**config.mk**
```make
export PLATFORM = sky130hd
export DESIGN_NAME = blink_pulse_counter_flat
export DESIGN_NICKNAME = d
export VERILOG_FILES = /design/src/rtl/blink_pulse_counter_if.sv /design/src/rtl/blink_pulse_counter.sv /design/src/flat_wrapper.sv
export SDC_FILE = /design/constraint.sdc
export NUM_CORES = 1
export LEC_CHECK = 0
export ABC_AREA = 1
export CAP_MARGIN = 10
export CORE_MARGIN = 2
export CORE_UTILIZATION = 55
export DETAILED_ROUTE_END_ITERATION = 7
export PLACE_DENSITY = 0.86
export SLEW_MARGIN = 20
export SYNTH_ARGS = -nofsm -noshare
export SYNTH_HDL_FRONTEND = slang
export SYNTH_SLANG_ARGS = --single-unit
```
**constraint.sdc**
```tcl
create_clock -name clk -period 2.66 [get_ports clk]
set_input_delay 0.798 -clock clk [delete_from_list [all_inputs] [get_ports clk]]
set_output_delay 0.798 -clock clk [all_outputs]
set_load 0.05 [all_outputs]
```
**src/rtl/blink_pulse_counter_if.sv**
```systemverilog
// Bus bundle for blink_pulse_counter: pulse/enable/clear inputs and the
// count and display outputs. The master drives inputs, the slave is the counter.
interface blink_pulse_counter_if #(
    parameter int unsigned DIGITS = 4
);
    logic                  pulse_in;
    logic                  en;
    logic                  clear;
    logic [4*DIGITS-1:0]   count_bcd;
    logic                  overflow;
    logic [6:0]            seg;
    logic [DIGITS-1:0]     dig_sel;

    modport master (
        output pulse_in, en, clear,
        input  count_bcd, overflow, seg, dig_sel
    );

    modport slave (
        input  pulse_in, en, clear,
        output count_bcd, overflow, seg, dig_sel
    );
endinterface

```
**src/rtl/blink_pulse_counter.sv**
```systemverilog
// Counts rising edges of an asynchronous blink signal in a BCD counter and
// shows the count on a time-multiplexed common-anode 7-segment display.
module blink_pulse_counter #(
    parameter int unsigned DIGITS   = 4,
    parameter int unsigned SCAN_DIV = 50000
) (
    input logic                  clk,
    input logic                  rst,
    blink_pulse_counter_if.slave bus
);
    localparam int unsigned PRE_W = (SCAN_DIV > 1) ? $clog2(SCAN_DIV) : 1;
    localparam int unsigned IDX_W = (DIGITS > 1) ? $clog2(DIGITS) : 1;
    localparam logic [PRE_W-1:0] PRE_LAST = PRE_W'(SCAN_DIV - 1);
    localparam logic [IDX_W-1:0] IDX_LAST = IDX_W'(DIGITS - 1);

    logic                s1, s2, s3;
    logic                rise;
    logic [4*DIGITS-1:0] count_q;
    logic [4*DIGITS-1:0] count_inc;
    logic                carry;
    logic                overflow_q;
    logic [PRE_W-1:0]    pre_q;
    logic [IDX_W-1:0]    idx_q;
    logic [3:0]          cur_digit;
    logic [6:0]          seg_d, seg_q;
    logic [DIGITS-1:0]   dig_d, dig_q;

    // Synchronizer: deliberately not reset so a level held through rst never
    // looks like an edge once rst drops.
    always_ff @(posedge clk) begin
        s1 <= bus.pulse_in;
        s2 <= s1;
        s3 <= s2;
    end

    assign rise = s2 & ~s3 & ~rst;

    // BCD increment with ripple carry; carry out means every digit was 9.
    always_comb begin
        count_inc = count_q;
        carry     = 1'b1;
        for (int i = 0; i < int'(DIGITS); i++) begin
            if (carry) begin
                if (count_q[4*i +: 4] == 4'd9) begin
                    count_inc[4*i +: 4] = 4'd0;
                end else begin
                    count_inc[4*i +: 4] = count_q[4*i +: 4] + 4'd1;
                    carry               = 1'b0;
                end
            end
        end
    end

    // Count and sticky overflow, priority rst > clear > counted edge.
    always_ff @(posedge clk) begin
        if (rst) begin
            count_q    <= '0;
            overflow_q <= 1'b0;
        end else if (bus.clear) begin
            count_q    <= '0;
            overflow_q <= 1'b0;
        end else if (rise && bus.en) begin
            count_q <= count_inc;
            if (carry) begin
                overflow_q <= 1'b1;
            end
        end
    end

    // Scan prescaler and digit index.
    always_ff @(posedge clk) begin
        if (rst) begin
            pre_q <= '0;
            idx_q <= '0;
        end else if (pre_q == PRE_LAST) begin
            pre_q <= '0;
            idx_q <= (idx_q == IDX_LAST) ? '0 : idx_q + 1'b1;
        end else begin
            pre_q <= pre_q + 1'b1;
        end
    end

    // Decode the selected digit to active-low {g..a} and its active-low enable.
    always_comb begin
        cur_digit = count_q[{idx_q, 2'b00} +: 4];
        case (cur_digit)
            4'd0:    seg_d = 7'b1000000;
            4'd1:    seg_d = 7'b1111001;
            4'd2:    seg_d = 7'b0100100;
            4'd3:    seg_d = 7'b0110000;
            4'd4:    seg_d = 7'b0011001;
            4'd5:    seg_d = 7'b0010010;
            4'd6:    seg_d = 7'b0000010;
            4'd7:    seg_d = 7'b1111000;
            4'd8:    seg_d = 7'b0000000;
            4'd9:    seg_d = 7'b0010000;
            default: seg_d = 7'b1111111;
        endcase
        dig_d = ~(DIGITS'(1) << idx_q);
    end

    // Registered display outputs; seg and dig_sel load together so they always agree.
    always_ff @(posedge clk) begin
        if (rst) begin
            seg_q <= 7'h7F;
            dig_q <= {DIGITS{1'b1}};
        end else begin
            seg_q <= seg_d;
            dig_q <= dig_d;
        end
    end

    assign bus.count_bcd = count_q;
    assign bus.overflow  = overflow_q;
    assign bus.seg       = seg_q;
    assign bus.dig_sel   = dig_q;
endmodule

```
**src/flat_wrapper.sv**
```systemverilog
// flat-port wrapper written by rule: the top's interface ports become plain ports
module blink_pulse_counter_flat 
#(
    parameter int unsigned DIGITS   = 4,
    parameter int unsigned SCAN_DIV = 50000
)
  (clk, rst, bus_pulse_in, bus_en, bus_clear, bus_count_bcd, bus_overflow, bus_seg, bus_dig_sel);
  blink_pulse_counter_if #(.DIGITS(DIGITS)) bus_i ();
  input logic clk;
  input logic rst;
  input wire logic [$bits(bus_i.pulse_in)-1:0] bus_pulse_in;
  input wire logic [$bits(bus_i.en)-1:0] bus_en;
  input wire logic [$bits(bus_i.clear)-1:0] bus_clear;
  output wire logic [$bits(bus_i.count_bcd)-1:0] bus_count_bcd;
  output wire logic [$bits(bus_i.overflow)-1:0] bus_overflow;
  output wire logic [$bits(bus_i.seg)-1:0] bus_seg;
  output wire logic [$bits(bus_i.dig_sel)-1:0] bus_dig_sel;
  assign bus_i.pulse_in = bus_pulse_in;
  assign bus_i.en = bus_en;
  assign bus_i.clear = bus_clear;
  assign bus_count_bcd = bus_i.count_bcd;
  assign bus_overflow = bus_i.overflow;
  assign bus_seg = bus_i.seg;
  assign bus_dig_sel = bus_i.dig_sel;
  blink_pulse_counter #(.DIGITS(DIGITS), .SCAN_DIV(SCAN_DIV)) u_core (.clk(clk), .rst(rst), .bus(bus_i));
endmodule
```
# Yosys cells after proc, flatten, opt, wreduce, memory -nomap -nowiden
# Memories as Yosys holds them, arrays and structs flattened. A register that Yosys moved wholly into a read port is not among the register bits.
# Index checks and enable logic that the tools add are counted.
[classes] n_addsub=6 eq_ne=6 n_shift=2 n_mux=12 n_bitwise=5 reduce_logical=7
[op_table] operator="adder 16 x 1 -> 16 bit, second input constant" count=1
[op_table] operator="adder 4 x 1 -> 4 bit, second input constant" count=4
[op_table] operator="equality test 16 bit, second input constant" count=1
[op_table] operator="equality test 4 bit, second input constant" count=4
[op_table] operator="two-way mux 4 bit" count=4
[op_table] operator="indexed part select 16 x 5 -> 4 bit" count=1
[op_table] operator="AND reduction 2 bit" count=4
[op_table] operator="two-way mux 1 bit" count=7
[op_table] operator="NOT 4 bit" count=1
[op_table] operator="OR reduction 2 bit" count=2
[op_table] operator="left shift 1 x 2 -> 4 bit, first input constant" count=1
[op_table] operator="adder 2 x 1 -> 2 bit, second input constant" count=1
[op_table] operator="AND 1 bit" count=2
[op_table] operator="equality test 2 bit, second input constant" count=1
[op_table] operator="two-way mux 2 bit" count=1
[op_table] operator="NOT 1 bit" count=2
[op_table] operator="logical AND 1 bit" count=1
[word_totals] register_bits=42 mem_bits_ro=112 out_inout_bits=28 memories=1
[mem_list] name="(no name shown)" words=16 word_bits=7 read_ports=1 rd_clocked_by_memory_dff=1 wr=0 line="blink_pulse_counter.sv:86" rtl="case (cur_digit)"

# Depth between registers and ports, before layout
# Gate-level depths: netlist (run 1).
[logic_depth] ltp_word=6 mapped_depth=10 depth_no_buf=10

# Least setup slack after synthesis (run 1)
# OpenSTA, ideal clock, no wires.
[synth_timing] path_type="flip-flop to flip-flop" startpoint="reg u_core.count_q[8], in the netlist u_core.bus.count_bcd[8]" endpoint="reg u_core.seg_q[3], in the netlist u_core.bus.seg[3]" t_arrival_ns=1.600 slack_ns=0.939 path_stages_with_launch=8 n_path_buf=0 synth_period_minus_slack_ns=1.721 path_cell_list="dfxtp_1 inv_1 o21ai_0 nand2_1 ha_1 nand3_1 nand3_1 nand2_1"
[synth_via] elab_chain_cells=1
[synth_rtl] item="from (decl)" line="blink_pulse_counter.sv:18" rtl="logic [4*DIGITS-1:0] count_q;"
[synth_rtl] item="from (signal assigned)" line="blink_pulse_counter.sv:63" rtl="count_q <= count_inc;"
[synth_rtl] item="indexed part select 16 x 5 -> 4 bit" line="blink_pulse_counter.sv:85" rtl="cur_digit = count_q[{idx_q, 2'b00} +: 4];"
[synth_rtl] item="to (decl)" line="blink_pulse_counter.sv:25" rtl="logic [6:0] seg_d, seg_q;"
# No other way between the ends.
# A chain may end at the register's enable or synchronous reset.

# Final worst setup path (run 1)
[layout_timing] startpoint="reg u_core.count_q[8], in the netlist u_core.bus.count_bcd[8]" endpoint="out bus_count_bcd[8]"
[layout_lines] item="to (decl)" line="flat_wrapper.sv:14" rtl="output wire logic [$bits(bus_i.count_bcd)-1:0] bus_count_bcd;"
# No word-level cell between the ends.

==> run_results.csv, run 1 <==
group,metric,value,unit
min_path,hold_class,"register to register",
clock_network,cts_buffers,5,
clock_network,cts_root_buf,"clkbuf_8",
place,pre_cts_slack,0.286,ns
clock_network,hold_buffers,0,
setup_path,crit_cells,1,
synthesis,synth_fp_nets,373,
pwr,p_per_area,430,nW/µm²
timing,finalCritPeriodShare,0.922,
run_status,status,"finished clean",
clock_network,cts_resized,0,
timing,drv_slew,0,
global_routing,grt_pass1_wl,9270,µm
finish,final_cell_mix,"nand2_1, dfxtp_1, inv_1, nor2_1, clkdlybuf4s50_1",
global_routing,grt_max_degree,18,
finish,area.growth.synth_to_final,18.3,%
setup_path,slowest_stage,"clkdlybuf4s50_1",
setup_path,start_kind,"register",
setup_path,required,1.86,ns
pwr,vdd.ir_drop.worst,0.287,mV
global_routing,grt_pass1_vias,2226,
setup_path,cp_cell_sequence,"clkdlybuf4s50_1",
setup_path,reg2regPathDepth,9,
clock_network,post_cts_buffers,0,
drt,drtIter0Drc,95,
setup_path,rr_endpoint,"u_core.bus.seg[5]$_SDFF_PP1_",
timing,rsz0062_at_grt,"no",
finish,layout_commonest_cell,"nand2_1",
timing,final_hold_viol_count,0,
global_routing,use_met1,0.281,
setup_path,endpoint,"bus_count_bcd[8]",
clock_network,htreeDepth,2,
clock_network,tritoncts,"built",
finish,num_antenna_cells,0,
synthesis,synth_cell_type_count,28,
floorplanning,core-area,4380,µm²
setup_path,crit_path_start,"u_core.bus.count_bcd[8]$_SDFFE_PP0P_",
finish,design_area,2990,µm²
global_routing,grt_antenna_before_repair,0,
setup_path,path_class,"register to output pin",
place,dpl-instance-area,2900,µm²
timing,relSlewSlack,0.654,
finish,layout.nets,410,
finish,drive_gt1_frac,0.0934,
global_routing,grt.met3_usage,0.0352,
clock_network,clock-sinks,49,
timing,fin_worst_skew,0.0135,ns
run,drv_cap,0,
timing,worstMarginPinSlew,0.517,ns
synthesis,netlist_instances,358,
clock_network,clk_pin_slew_worst_paths,0.10,ns
place,port_buffers,32,
setup_path,cp-end-kind,"output pin",
global_routing,grt.total_usage,0.222,
pwr,power,1.28,mW
drt,drt_wl_total,5340,µm
floorplanning,die_x,71.8,µm
floorplanning,die_y,71.8,µm
setup_path,regToRegSetupSlack,0.67,ns
timing,layout_setup_ws,0.207,ns
place,dp_hpwl,3970,µm
setup_path,cp_max_fo,8,
synthesis,netlist.area_leader.share,0.388,
synthesis,synth-seq-cells,49,
min_path,hold_start,"u_core.s1$_DFF_P_",
setup_path,critPathMaxStageDelay,0.86,ns
setup_path,r2r_start,"u_core.idx_q[0]$_SDFFE_PP0N_",
floorplanning,start_util,0.576,
place,routabilityCongestion,0.890,
floorplanning,dieArea,5150,µm²
setup_path,cpLargestDelayFamily,"buffers and inverters",
global_routing,busiest_layer,"met2",
drt,avgRoutedWirePerCell,11.9,µm
timing,max_freq,0.408,GHz
clock_network,clk_path_buf_depth,2,
synthesis,syn_avg_cell_area,7.06,µm²
drt,ant_nets,0,
drt,via_count,2395,
floorplanning,ios,33,
synthesis,seq_area_frac_synth,0.388,
drt,viasPerCell,5.35,
timing,setup_viol,0,
clock_network,insertion_delay,0.31,ns
floorplanning,fp-row-count,24,
synthesis,yosys_warnings,0,
synthesis,yosysTopAreaCell,"dfxtp_1",
timing,setup-tns-final,0,ns
finish,post-route-util,0.682,
drt,drc,0,
synthesis,synthTopCellsByArea,"dfxtp_1, nand2_1, inv_1",
drt,drt_pass1_iterations,4,
pwr,cellLeakagePower,1.16,nW
setup_path,critPathBufInv,1,
timing,final.min_clock_period,2.45,ns
setup_path,crit_arrival,1.66,ns
global_routing,gr-total-overflow,0,
synthesis,synth_area,2530,µm²
global_routing,met2_usage,0.378,
[registers in the layout (all words and copies together) (netlist names)]
name,cells
u_core.idx_q,2
u_core.bus.dig_sel,4
u_core.s2,1
u_core.s3,1
u_core.s1,1
u_core.bus.overflow,1
u_core.bus.seg,7
u_core.bus.count_bcd,16
u_core.pre_q,16
[area by class of cell]
| cell class | instances | area [µm²] |
|---|---|---|
| clock buffer | 5 | 68.8 |
| clock inverter | 3 | 25.0 |
| fill | 397 | 1390 |
| inverter | 47 | 179 |
| multi-input combinational | 259 | 1340 |
| sequential | 49 | 981 |
| tap | 52 | 65.1 |
| timing repair buffer | 33 | 328 |
[kinds of logic (layout without fill, tap and decap cells)]
kind of cell,count (synthesis),after routing,share of synthesized area
buffers and inverters,50,88,0.0802
XOR/XNOR,4,4,0.0139
AO/OA/AOI/OAI,37,37,0.0787
AND/OR/NAND/NOR,208,208,0.390
flip-flops,49,49,0.388
adder cells (fa/ha/maj),10,10,0.0495
[cells in the mapped netlist]
cell      instances
nand2_1         102
dfxtp_1          49
inv_1            43
nor2_1           32
nand3_1          31
a21oi_1          23
o21ai_0          12
ha_1             10
nand4_1          10
nor3_1            8
nor2_2            6
nand2_4           4
xor2_1            4
inv_2             3
nand2_2           3
nand3_2           3
nor2_4            3
or2_2             2
a21oi_4           1
buf_2             1
buf_4             1
buf_6             1
inv_4             1
nor2_8            1
nor2b_1           1
nor3b_1           1
nor3b_2           1
o211ai_1          1
[stage by stage]
step	hold WS, ns	instances
after floorplan	0.310	358
after global placement	0.311	440
after detailed placement	0.318	440
after CTS	0.342	448
after global routing	0.352	448
final	0.338	448
[power breakdown]
group          switching [mW]  internal [mW]
sequential            0.00472          0.746
combinational          0.0538         0.0267
clock                   0.264          0.190
[worst min-delay path by stage]
stage | endpoint | cells past startpoint | slack [ns]
5_1_grt | u_core.s2$_DFF_P_ | 0 | 0.35
6_report | u_core.s2$_DFF_P_ | 0 | 0.34
4_1_cts | u_core.s2$_DFF_P_ | 0 | 0.34
3_3_place_gp | u_core.s2$_DFF_P_ | 0 | 0.31
2_1_floorplan | u_core.s2$_DFF_P_ | 0 | 0.31
3_5_place_dp | u_core.s2$_DFF_P_ | 0 | 0.32
[layer usage]
layer | share of wire | vias up
met4 | 0.013 | 0
met5 | 0 | -
li1 | - | 1210
met2 | 0.47 | 74
met3 | 0.053 | 9
met1 | 0.47 | 1102
Note: power is estimated with default switching activity, not from simulation.
==> run 2, diff against run 1 <==
--- a/config.mk
+++ b/config.mk
@@ -6,10 +6,12 @@
 export NUM_CORES = 1
 export LEC_CHECK = 0
 export ABC_AREA = 1
+export ABC_CLOCK_PERIOD_IN_PS = 2660
 export CAP_MARGIN = 10
 export CORE_MARGIN = 2
 export CORE_UTILIZATION = 55
 export DETAILED_ROUTE_END_ITERATION = 7
+export HOLD_SLACK_MARGIN = 0.15
 export PLACE_DENSITY = 0.86
 export SLEW_MARGIN = 20
 export SYNTH_ARGS = -nofsm -noshare
==> results of run 2 <==
No change in the layout: final DEF, timing and power equal those of run 1.
==> run 3, diff against run 2 <==
--- a/config.mk
+++ b/config.mk
@@ -7,7 +7,7 @@
 export LEC_CHECK = 0
 export ABC_AREA = 1
 export ABC_CLOCK_PERIOD_IN_PS = 2660
-export CAP_MARGIN = 10
+export CAP_MARGIN = 25
 export CORE_MARGIN = 2
 export CORE_UTILIZATION = 55
 export DETAILED_ROUTE_END_ITERATION = 7
==> results of run 3 <==
No change in the layout: final DEF, timing and power equal those of run 1.
==> RTL change: new RTL, settings of run 1 <==
`SCAN_DIV` is set to 50000 in 2 places; all go to 200000.
--- a/src/rtl/blink_pulse_counter.sv
+++ b/src/rtl/blink_pulse_counter.sv
@@ -3,5 +3,5 @@
 module blink_pulse_counter #(
     parameter int unsigned DIGITS   = 4,
-    parameter int unsigned SCAN_DIV = 50000
+    parameter int unsigned SCAN_DIV = 200000
 ) (
     input logic                  clk,
--- a/src/flat_wrapper.sv
+++ b/src/flat_wrapper.sv
@@ -3,5 +3,5 @@
 #(
     parameter int unsigned DIGITS   = 4,
-    parameter int unsigned SCAN_DIV = 50000
+    parameter int unsigned SCAN_DIV = 200000
 )
   (clk, rst, bus_pulse_in, bus_en, bus_clear, bus_count_bcd, bus_overflow, bus_seg, bus_dig_sel);
Behaviour: same outputs for any inputs over 10 cycles, from zero or initial values and one cycle with rst high; that may be too few to reach the edited logic, so the function may still have changed.
==> RTL change against run 1 <==
- synthesized area increased by 6.3%
- worst hold slack worse by 0.016 ns
- sequential cell count is 2 higher
- power increased by 0.76%
- routed wire length is 4.3% higher
- non-clock buffer count is the same
- setup slack better by 0.0093 ns
- design area grew 5.5%
==> RTL change: results (changes against run 1) <==
Synth
  • Post-synthesis average cell area: 7.19 µm² (was 7.06 µm²)
  • Post-synth top cells: nand2_1 (116), dfxtp_1 (51), nor2_1 (46), inv_1 (34), nand3_1 (26) (was nand2_1 (102), dfxtp_1 (49), inv_1 (43), nor2_1 (32), nand3_1 (31))
  • Register area share after synthesis: 38.0% (was 38.8%)
  • Synth area leaders: dfxtp_1 (38%), nand2_1 (16%), nor2_1 (6.4%) (was dfxtp_1 (39%), nand2_1 (15%), inv_1 (6.4%))
  • Syn Nets: 389 (was 373)

Global route
  • Largest net degree at the start of global routing: 19 (was 18)
  • GRT Overall Usage: 21.9% (was 22.2%)
  • Vias in the first global route: 2090 (was 2226)
  • First-pass GRT wire length: 9230 µm (was 9270 µm)

Setup path
  • Crit-path max cell delay: 0.86 ns (about the same)
  • Critical-path maximum fanout: 7 (was 8)
  • Critical Path Sink: bus_count_bcd[13] (was bus_count_bcd[8])
  • Flop2flop setup slack: 0.73 ns (was 0.67 ns)
  • Worst Setup SP: u_core.bus.count_bcd[13] (was u_core.bus.count_bcd[8])

Final layout
  • Area occupied by registers: 1020 µm² (was 981 µm²)
  • Clock buf/inv share: 2.58% (was 3.14%)
  • Multi-In Gates: 280 (was 259)
  • Area of the multi-input gates: 1480 µm² (was 1340 µm²)
  • Clkbuf count: 7 (was 5)
  • Nets: 427 (was 410)
  • Post-route cell area: 3150 µm² (was 2990 µm²)
  • Fillcell total: 395 (was 397)
  • NonClk Buf Share: 10.4% (was 11.0%)

Detailed routing
  • DR vias/cell: 5.08 (was 5.35)
  • First-iteration detailed-routing DRC count: 121 (was 95)
  • Detail Route met2 WL: 2540 µm (was 2500 µm)
  • Total routed wirelength: 5570 µm (was 5340 µm)
  • Metal3 WL: 253 µm (was 281 µm)
  • Vias after detailed routing: 2437 (was 2395)
  • Metal-1 WL: 2630 µm (was 2490 µm)

Place
  • Gp weighted congestion: 0.852 (was 0.890)
  • Detailed Place HPWL: 4160 µm (was 3970 µm)
  • Post-DP Area: 3070 µm² (was 2900 µm²)
  • Post-Place Setup Slack: 0.323 ns (was 0.286 ns)

Timing
  • Fmax: 409 MHz (was 408 MHz)
  • Skew final: 0.00900 ns (was 0.0135 ns)
  • Endpoints failing setup: 0 (unchanged)
  • Min Hold Slack: 0.322 ns (was 0.338 ns)
  • Slew @ Worst Pin: 0.504 ns (was 0.517 ns)

Worst hold path
  • Type of the most critical hold path: register to register (unchanged)

Run status
  • Status: finished clean (unchanged)

Pwr
  • Static Leak: 0.00121 µW (was 0.00116 µW)

Clock tree
  • Worst skew pair latency: 0.31 ns (about the same)
  • Clock Sinks: 51 (was 49)
  • CTS Buf Count: 5 (unchanged)
  • Htree depth: 2 (unchanged)
[RTL change: cell count changes after synthesis, sizes merged, moves of 4 or more]
cell          run 1  this run
xnor2             0         4
nor2             42        57
nand2           109       122
inv              47        41
nand4            10         6
a21oi            24        20
nor3              8         4
[RTL change: routing by layer]
layer | up-vias | track usage (%)
met3 | 15 | 5.76
met4 | 0 | 9.90
met1 | 1105 | 28.4
li1 | 1253 | -
met5 | - | 0
met2 | 64 | 34.3
[RTL change: power by group]
part | internal, µW | switching [µW]
clock | 185 | 245
sequential | 775 | 6.27
combinational | 27.8 | 55.0
total | 988 | 306
[RTL change: cell families after synthesis]
family	synth area share, %
flip-flops	38.0
AO/OA/AOI/OAI	6.52
XOR/XNOR	2.61
buffers and inverters	6.80
AND/OR/NAND/NOR	41.4
adder cells (fa/ha/maj)	4.66
